File: config.mk
export PLATFORM = sky130hd
export DESIGN_NAME = shift16_deser
export DESIGN_NICKNAME = d
export VERILOG_FILES = /design/src/rtl/shift16_pkg.sv /design/src/rtl/word_fifo2.sv /design/src/rtl/shift16_deser.sv
export SDC_FILE = /design/constraint.sdc
export NUM_CORES = 1
export LEC_CHECK = 0
export CAP_MARGIN = 5
export CORE_UTILIZATION = 45
export DETAILED_ROUTE_END_ITERATION = 8
export GPL_TIMING_DRIVEN = 0
export PLACE_DENSITY = 0.72
export SETUP_SLACK_MARGIN = 0.5
export SYNTH_ARGS = -nofsm -noshare
export SYNTH_HDL_FRONTEND = slang
export SYNTH_SLANG_ARGS = --single-unit
export TNS_END_PERCENT = 1
File: constraint.sdc
create_clock -name Clock -period 2.05 [get_ports Clock]
set_input_delay 0.41 -clock Clock [delete_from_list [all_inputs] [get_ports Clock]]
set_output_delay 0.41 -clock Clock [all_outputs]
set_load 0.02 [all_outputs]
File: src/rtl/shift16_pkg.sv
// shift16_pkg: shared constants for the shift16 deserializer slice
package shift16_pkg;
  localparam int WIDTH = 16;
  localparam int DEPTH = 2;
  localparam int CNT_W = 5;
  localparam int PTR_W = 1;
endpackage

File: src/rtl/word_fifo2.sv
// word_fifo2: 2-entry register FIFO; a push on full is taken when a pop frees the head the same cycle
module word_fifo2 import shift16_pkg::*; #(
  parameter int W = WIDTH,
  parameter int D = DEPTH
) (
  input  logic         Clock,
  input  logic         nReset,
  input  logic         Clear,
  input  logic         push,
  input  logic [W-1:0] push_data,
  input  logic         pop,
  output logic [W-1:0] head,
  output logic         valid,
  output logic         full
);
  logic [W-1:0] mem [2];
  logic [PTR_W-1:0] rd;
  logic [PTR_W:0] cnt;
  logic do_push, do_pop;
  assign valid = cnt != '0;
  assign full = cnt == (PTR_W+1)'(D);
  assign do_pop = pop & valid;
  assign do_push = push & (~full | do_pop);
  assign head = valid ? mem[rd] : '0;
  // tail slot is rd^cnt[0]; when full this is the head slot being popped
  always_ff @(posedge Clock or negedge nReset)
    if (!nReset) begin
      mem <= '{default: '0};
      rd <= '0;
      cnt <= '0;
    end else if (Clear) begin
      mem <= '{default: '0};
      rd <= '0;
      cnt <= '0;
    end else begin
      if (do_push) mem[rd ^ cnt[0]] <= push_data;
      if (do_pop) rd <= rd + 1'b1;
      cnt <= cnt + {1'b0, do_push} - {1'b0, do_pop};
    end
endmodule

File: src/rtl/shift16_deser.sv
// shift16_deser: MSB-first serial-to-parallel receiver with framing, 2-word buffer and sticky status
module shift16_deser import shift16_pkg::CNT_W; #(
  parameter int WIDTH = shift16_pkg::WIDTH,
  parameter int DEPTH = shift16_pkg::DEPTH
) (
  input  logic             Clock,
  input  logic             nReset,
  input  logic             Clear,
  input  logic             SerIn,
  input  logic             SerValid,
  input  logic             Sync,
  output logic [WIDTH-1:0] Word,
  output logic             WordValid,
  input  logic             WordReady,
  output logic [CNT_W-1:0] BitCount,
  output logic             Overrun,
  output logic             FrameErr
);
  logic [WIDTH-1:0] sreg, next_word;
  logic [CNT_W-1:0] base;
  logic last, pop, full;
  assign base = Sync ? '0 : BitCount;
  assign last = SerValid & (base == CNT_W'(WIDTH - 1));
  assign next_word = {sreg[WIDTH-2:0], SerIn};
  assign pop = WordValid & WordReady;
  always_ff @(posedge Clock or negedge nReset)
    if (!nReset) begin
      sreg <= '0;
      BitCount <= '0;
      Overrun <= 1'b0;
      FrameErr <= 1'b0;
    end else if (Clear) begin
      sreg <= '0;
      BitCount <= '0;
      Overrun <= 1'b0;
      FrameErr <= 1'b0;
    end else begin
      if (SerValid) begin
        sreg <= next_word;
        BitCount <= last ? '0 : base + CNT_W'(1);
      end else if (Sync) BitCount <= '0;
      if (Sync && BitCount != '0) FrameErr <= 1'b1;
      if (last && full && !pop) Overrun <= 1'b1;
    end
  word_fifo2 #(.W(WIDTH), .D(DEPTH)) u_fifo (
    .Clock(Clock),
    .nReset(nReset),
    .Clear(Clear),
    .push(last),
    .push_data(next_word),
    .pop(pop),
    .head(Word),
    .valid(WordValid),
    .full(full)
  );
endmodule

==> metrics.txt <==
# TYPE chip_impl_metric gauge
chip_impl_info{name="run_status",value="finished clean"} 1
chip_impl_metric{name="grt_max_degree",unit=""} 41
chip_impl_metric{name="floorplan.die.width",unit="µm"} 78.7
chip_impl_info{name="crit_path_start_kind",value="flop"} 1
chip_impl_metric{name="vias_per_cell",unit=""} 5.43
chip_impl_metric{name="multiInputGateArea",unit="µm²"} 1180
chip_impl_metric{name="postSynthAreaPerCell",unit="µm²"} 12.4
chip_impl_metric{name="grt.overflow.total",unit=""} 0
chip_impl_metric{name="final_period_minus_worst_setup_slack",unit="ps"} 1810
chip_impl_metric{name="synth_edf_count",unit=""} 0
chip_impl_metric{name="clk-insertion-delay-late",unit="ps"} 330
chip_impl_metric{name="floorplan.rows",unit=""} 27
chip_impl_info{name="synth_top_cell_by_area",value="dfrtp_1"} 1
chip_impl_metric{name="utilization",unit="%"} 59.6
chip_impl_metric{name="clock_sink_total",unit=""} 57
chip_impl_metric{name="die_y",unit="µm"} 78.7
chip_impl_metric{name="ir_drop",unit="µV"} 297
chip_impl_metric{name="maxSlewViolCount",unit=""} 0
chip_impl_metric{name="crit_path_max_incr_delay",unit="ps"} 590
chip_impl_info{name="criticalPathCategory",value="reg -> out"} 1
chip_impl_metric{name="tns",unit="ps"} 0
chip_impl_info{name="crit_path_end_kind",value="output port"} 1
chip_impl_metric{name="die_area",unit="µm²"} 6200
chip_impl_metric{name="num_cts_buffers",unit=""} 9
chip_impl_metric{name="cts.htree.levels",unit=""} 3
chip_impl_metric{name="final.setup_skew",unit="ps"} 8.60
chip_impl_metric{name="tightest_slew",unit="ps"} 522
chip_impl_metric{name="total_chip_power",unit="mW"} 2.40
chip_impl_metric{name="port-buffer-count",unit=""} 28
chip_impl_metric{name="io_pins",unit=""} 31
chip_impl_metric{name="dp_hpwl",unit="mm"} 3.48
chip_impl_metric{name="timing_hold_violations_final",unit=""} 0
chip_impl_info{name="timing.critical_path.from",value="BitCount[1]$_DFF_PN0_"} 1
chip_impl_metric{name="drt_iter0_markers",unit=""} 75
chip_impl_metric{name="layout-area-overhead-vs-synth",unit="%"} 26.1
chip_impl_metric{name="grt_first_pass_wirelength",unit="mm"} 9.25
chip_impl_metric{name="critPathBufInv",unit=""} 2
chip_impl_info{name="ys_top_cells_by_area",value="dfrtp_1 (54%), mux2i_1 (12%), a22o_1 (11%), nor2_1 (5.2%), buf_6 (3.0%)"} 1
chip_impl_metric{name="via_count",unit=""} 1847
chip_impl_metric{name="critPathMaxFanout",unit=""} 3
chip_impl_metric{name="max_clock_freq",unit="GHz"} 0.551
chip_impl_metric{name="final_area",unit="µm²"} 3340
chip_impl_metric{name="initial_utilization",unit="%"} 47.3
chip_impl_metric{name="yosys_warnings",unit=""} 0
chip_impl_info{name="ys_top_cells_by_count",value="dfrtp_1 (57), nor2_1 (37), a22o_1 (32), mux2i_1 (32), buf_6 (7)"} 1
chip_impl_info{name="yosys.cell_count.top_type",value="dfrtp_1"} 1
chip_impl_info{name="cp_top_family",value="buffers and inverters"} 1
chip_impl_info{name="synth_ff_type",value="dfrtp_1"} 1
chip_impl_info{name="cts_tree",value="built"} 1
chip_impl_metric{name="netlist.area_leader.share",unit="%"} 53.8
chip_impl_metric{name="routed_wire_length_per_instance",unit="µm"} 15.9
chip_impl_metric{name="final_layout_size_suffix_gt1_share",unit="%"} 27.2
chip_impl_metric{name="postSynthRegisterBits",unit=""} 57
chip_impl_info{name="worstPathCellList",value="buf_4 -> clkdlybuf4s50_1"} 1
chip_impl_metric{name="max-slew-margin-rel",unit="%"} 65.2
chip_impl_metric{name="gp_congestion",unit=""} 0.783
chip_impl_metric{name="routed_wirelength",unit="mm"} 5.39
chip_impl_metric{name="synth.net_count",unit=""} 224
chip_impl_metric{name="final_min_period_over_clock_period",unit="%"} 88.5
chip_impl_metric{name="cts_buffer_depth",unit=""} 2
chip_impl_metric{name="num-fill-cells",unit=""} 476
chip_impl_metric{name="synthCells",unit=""} 214
chip_impl_metric{name="antenna_left",unit=""} 0
chip_impl_metric{name="path_clk_slew",unit="ps"} 60
chip_impl_metric{name="synth_cell_types",unit=""} 30
chip_impl_metric{name="timing.final.setup_violations",unit=""} 0
chip_impl_metric{name="core_area",unit="µm²"} 5610
chip_impl_metric{name="antenna_cells",unit=""} 0
chip_impl_metric{name="design.final.nets",unit=""} 276
chip_impl_metric{name="antenna_found_initial",unit=""} 0
chip_impl_metric{name="crit_required",unit="ps"} 1640
chip_impl_info{name="unrepaired_setup_endpoints_after_global_routing",value="yes"} 1
chip_impl_metric{name="pwr_density_cell",unit="nW/µm²"} 719
chip_impl_metric{name="post_cts_hold_buffers",unit=""} 0
chip_impl_metric{name="firstDrtPassIters",unit=""} 4
chip_impl_metric{name="placement.cell_area",unit="µm²"} 3100
chip_impl_info{name="reg_to_reg_critical_path_startpoint",value="BitCount[0]$_DFF_PN0_"} 1
chip_impl_metric{name="via_count_of_the_first_global_routing_pass",unit=""} 1883
chip_impl_metric{name="timing.critical_path.arrival",unit="ps"} 1400
chip_impl_info{name="hold_path.class",value="in -> async"} 1
chip_impl_metric{name="grt.total_usage",unit="%"} 19.6
chip_impl_metric{name="yosysSeqAreaShare",unit="%"} 53.8
chip_impl_info{name="worst_path_max_delay_cell",value="clkdlybuf4s50_1"} 1
chip_impl_metric{name="power.leakage",unit="nW"} 1.56
chip_impl_metric{name="mappedNetlistArea",unit="µm²"} 2650
chip_impl_metric{name="drc",unit=""} 0
chip_impl_info{name="cts_root_buf",value="clkbuf_8"} 1
chip_impl_metric{name="seq_area",unit="µm²"} 1430
chip_impl_metric{name="count_of_maximum_capacitance_violations",unit=""} 0
chip_impl_metric{name="synthArstFlopShare",unit="%"} 100
[path summary, 6_finish.rpt]
path | endpoint | slack [ps] | depth (start not counted)
worst max-delay path | BitCount[1] | 240 | 2
worst min-delay path | u_fifo.rd$_DFFE_PN0P_ | 9 | 1
min in group Clock | u_fifo.cnt[0]$_DFF_PN0_ | 300 | 2
worst max register to register | u_fifo.cnt[1]$_DFF_PN0_ | 260 | 8
max in group asynchronous | u_fifo.mem[24]$_DFFE_PN0P_ | 1490 | 2
worst min register to register | u_fifo.mem[9]$_DFFE_PN0P_ | 500 | 1
[per-stage QoR]
step                cells  setup slack [ps]  hold WS, ps
floorplan             214               188          114
global placement      314             -1140          488
detailed placement    315              -470          362
CTS                   336               223         13.5
global route          340               184         25.2
finish                340               237         8.93
[timing repair]
item	in CTS	in global routing
gates cloned	1	0
resized for setup	84	7
buffers inserted	7	4
endpoints found under the setup margin	71	71
pin swaps	3	6
[layer usage]
metal,vias up,track usage [%],routed length (µm)
li1,874,-,-
met2,35,30.3,2580
met5,-,0,0
met4,0,8.33,105
met3,11,3.91,190
met1,927,27.1,2520
[layout make-up]
cell class,count,share of cell area (%)
timing repair buffer,41,9.36
buffer,14,4.75
multi-input combinational,138,35.5
tap,72,2.70
clock inverter,1,0.150
sequential,57,42.7
inverter,5,0.562
clock buffer,12,4.34
[cells by family (layout without fill, tap and decap cells)]
group,count (synthesis),after routing,synth area share [%]
AO/OA/AOI/OAI,38,38,13.5
AND/OR/NAND/NOR,57,57,11.7
flip-flops,57,57,53.8
XOR/XNOR,8,8,2.64
multiplexers,32,32,12.1
buffers and inverters,19,73,4.86
adder cells (fa/ha/maj),3,3,1.42
[placed cells by master, fill, tap and decap left out, types with 2 or more instances in the layout]
master / synthesis / final
buf_2: 3 / 17
clkbuf_8: 0 / 11
ha_4: 0 / 2
buf_6: 7 / 7
nor2b_4: 0 / 2
dfrtp_1: 57 / 57
a22o_1: 32 / 32
a41oi_4: 2 / 2
nand4_1: 2 / 2
inv_1: 5 / 5
nor4_4: 2 / 2
clkdlybuf4s50_1: 0 / 8
nor2_1: 37 / 36
xnor2_1: 4 / 3
clkbuf_1: 3 / 4
mux2i_1: 32 / 30
buf_12: 0 / 2
nor3_1: 3 / 3
buf_4: 0 / 13
xor2_1: 4 / 3
[power by group]
group / switching (mW) / total [mW] / internal (mW)
Clock: 0.381 / 0.831 / 0.449
Sequential: 0.0146 / 1.16 / 1.14
Combinational: 0.232 / 0.416 / 0.184
Total: 0.628 / 2.40 / 1.77
[sequential cells by signal, indices dropped and copies added, names as in the netlist]
register / cells
u_fifo.cnt: 2
sreg: 15
FrameErr: 1
u_fifo.rd: 1
BitCount: 5
Overrun: 1
u_fifo.mem: 32
(Power assumes the default switching activity.)
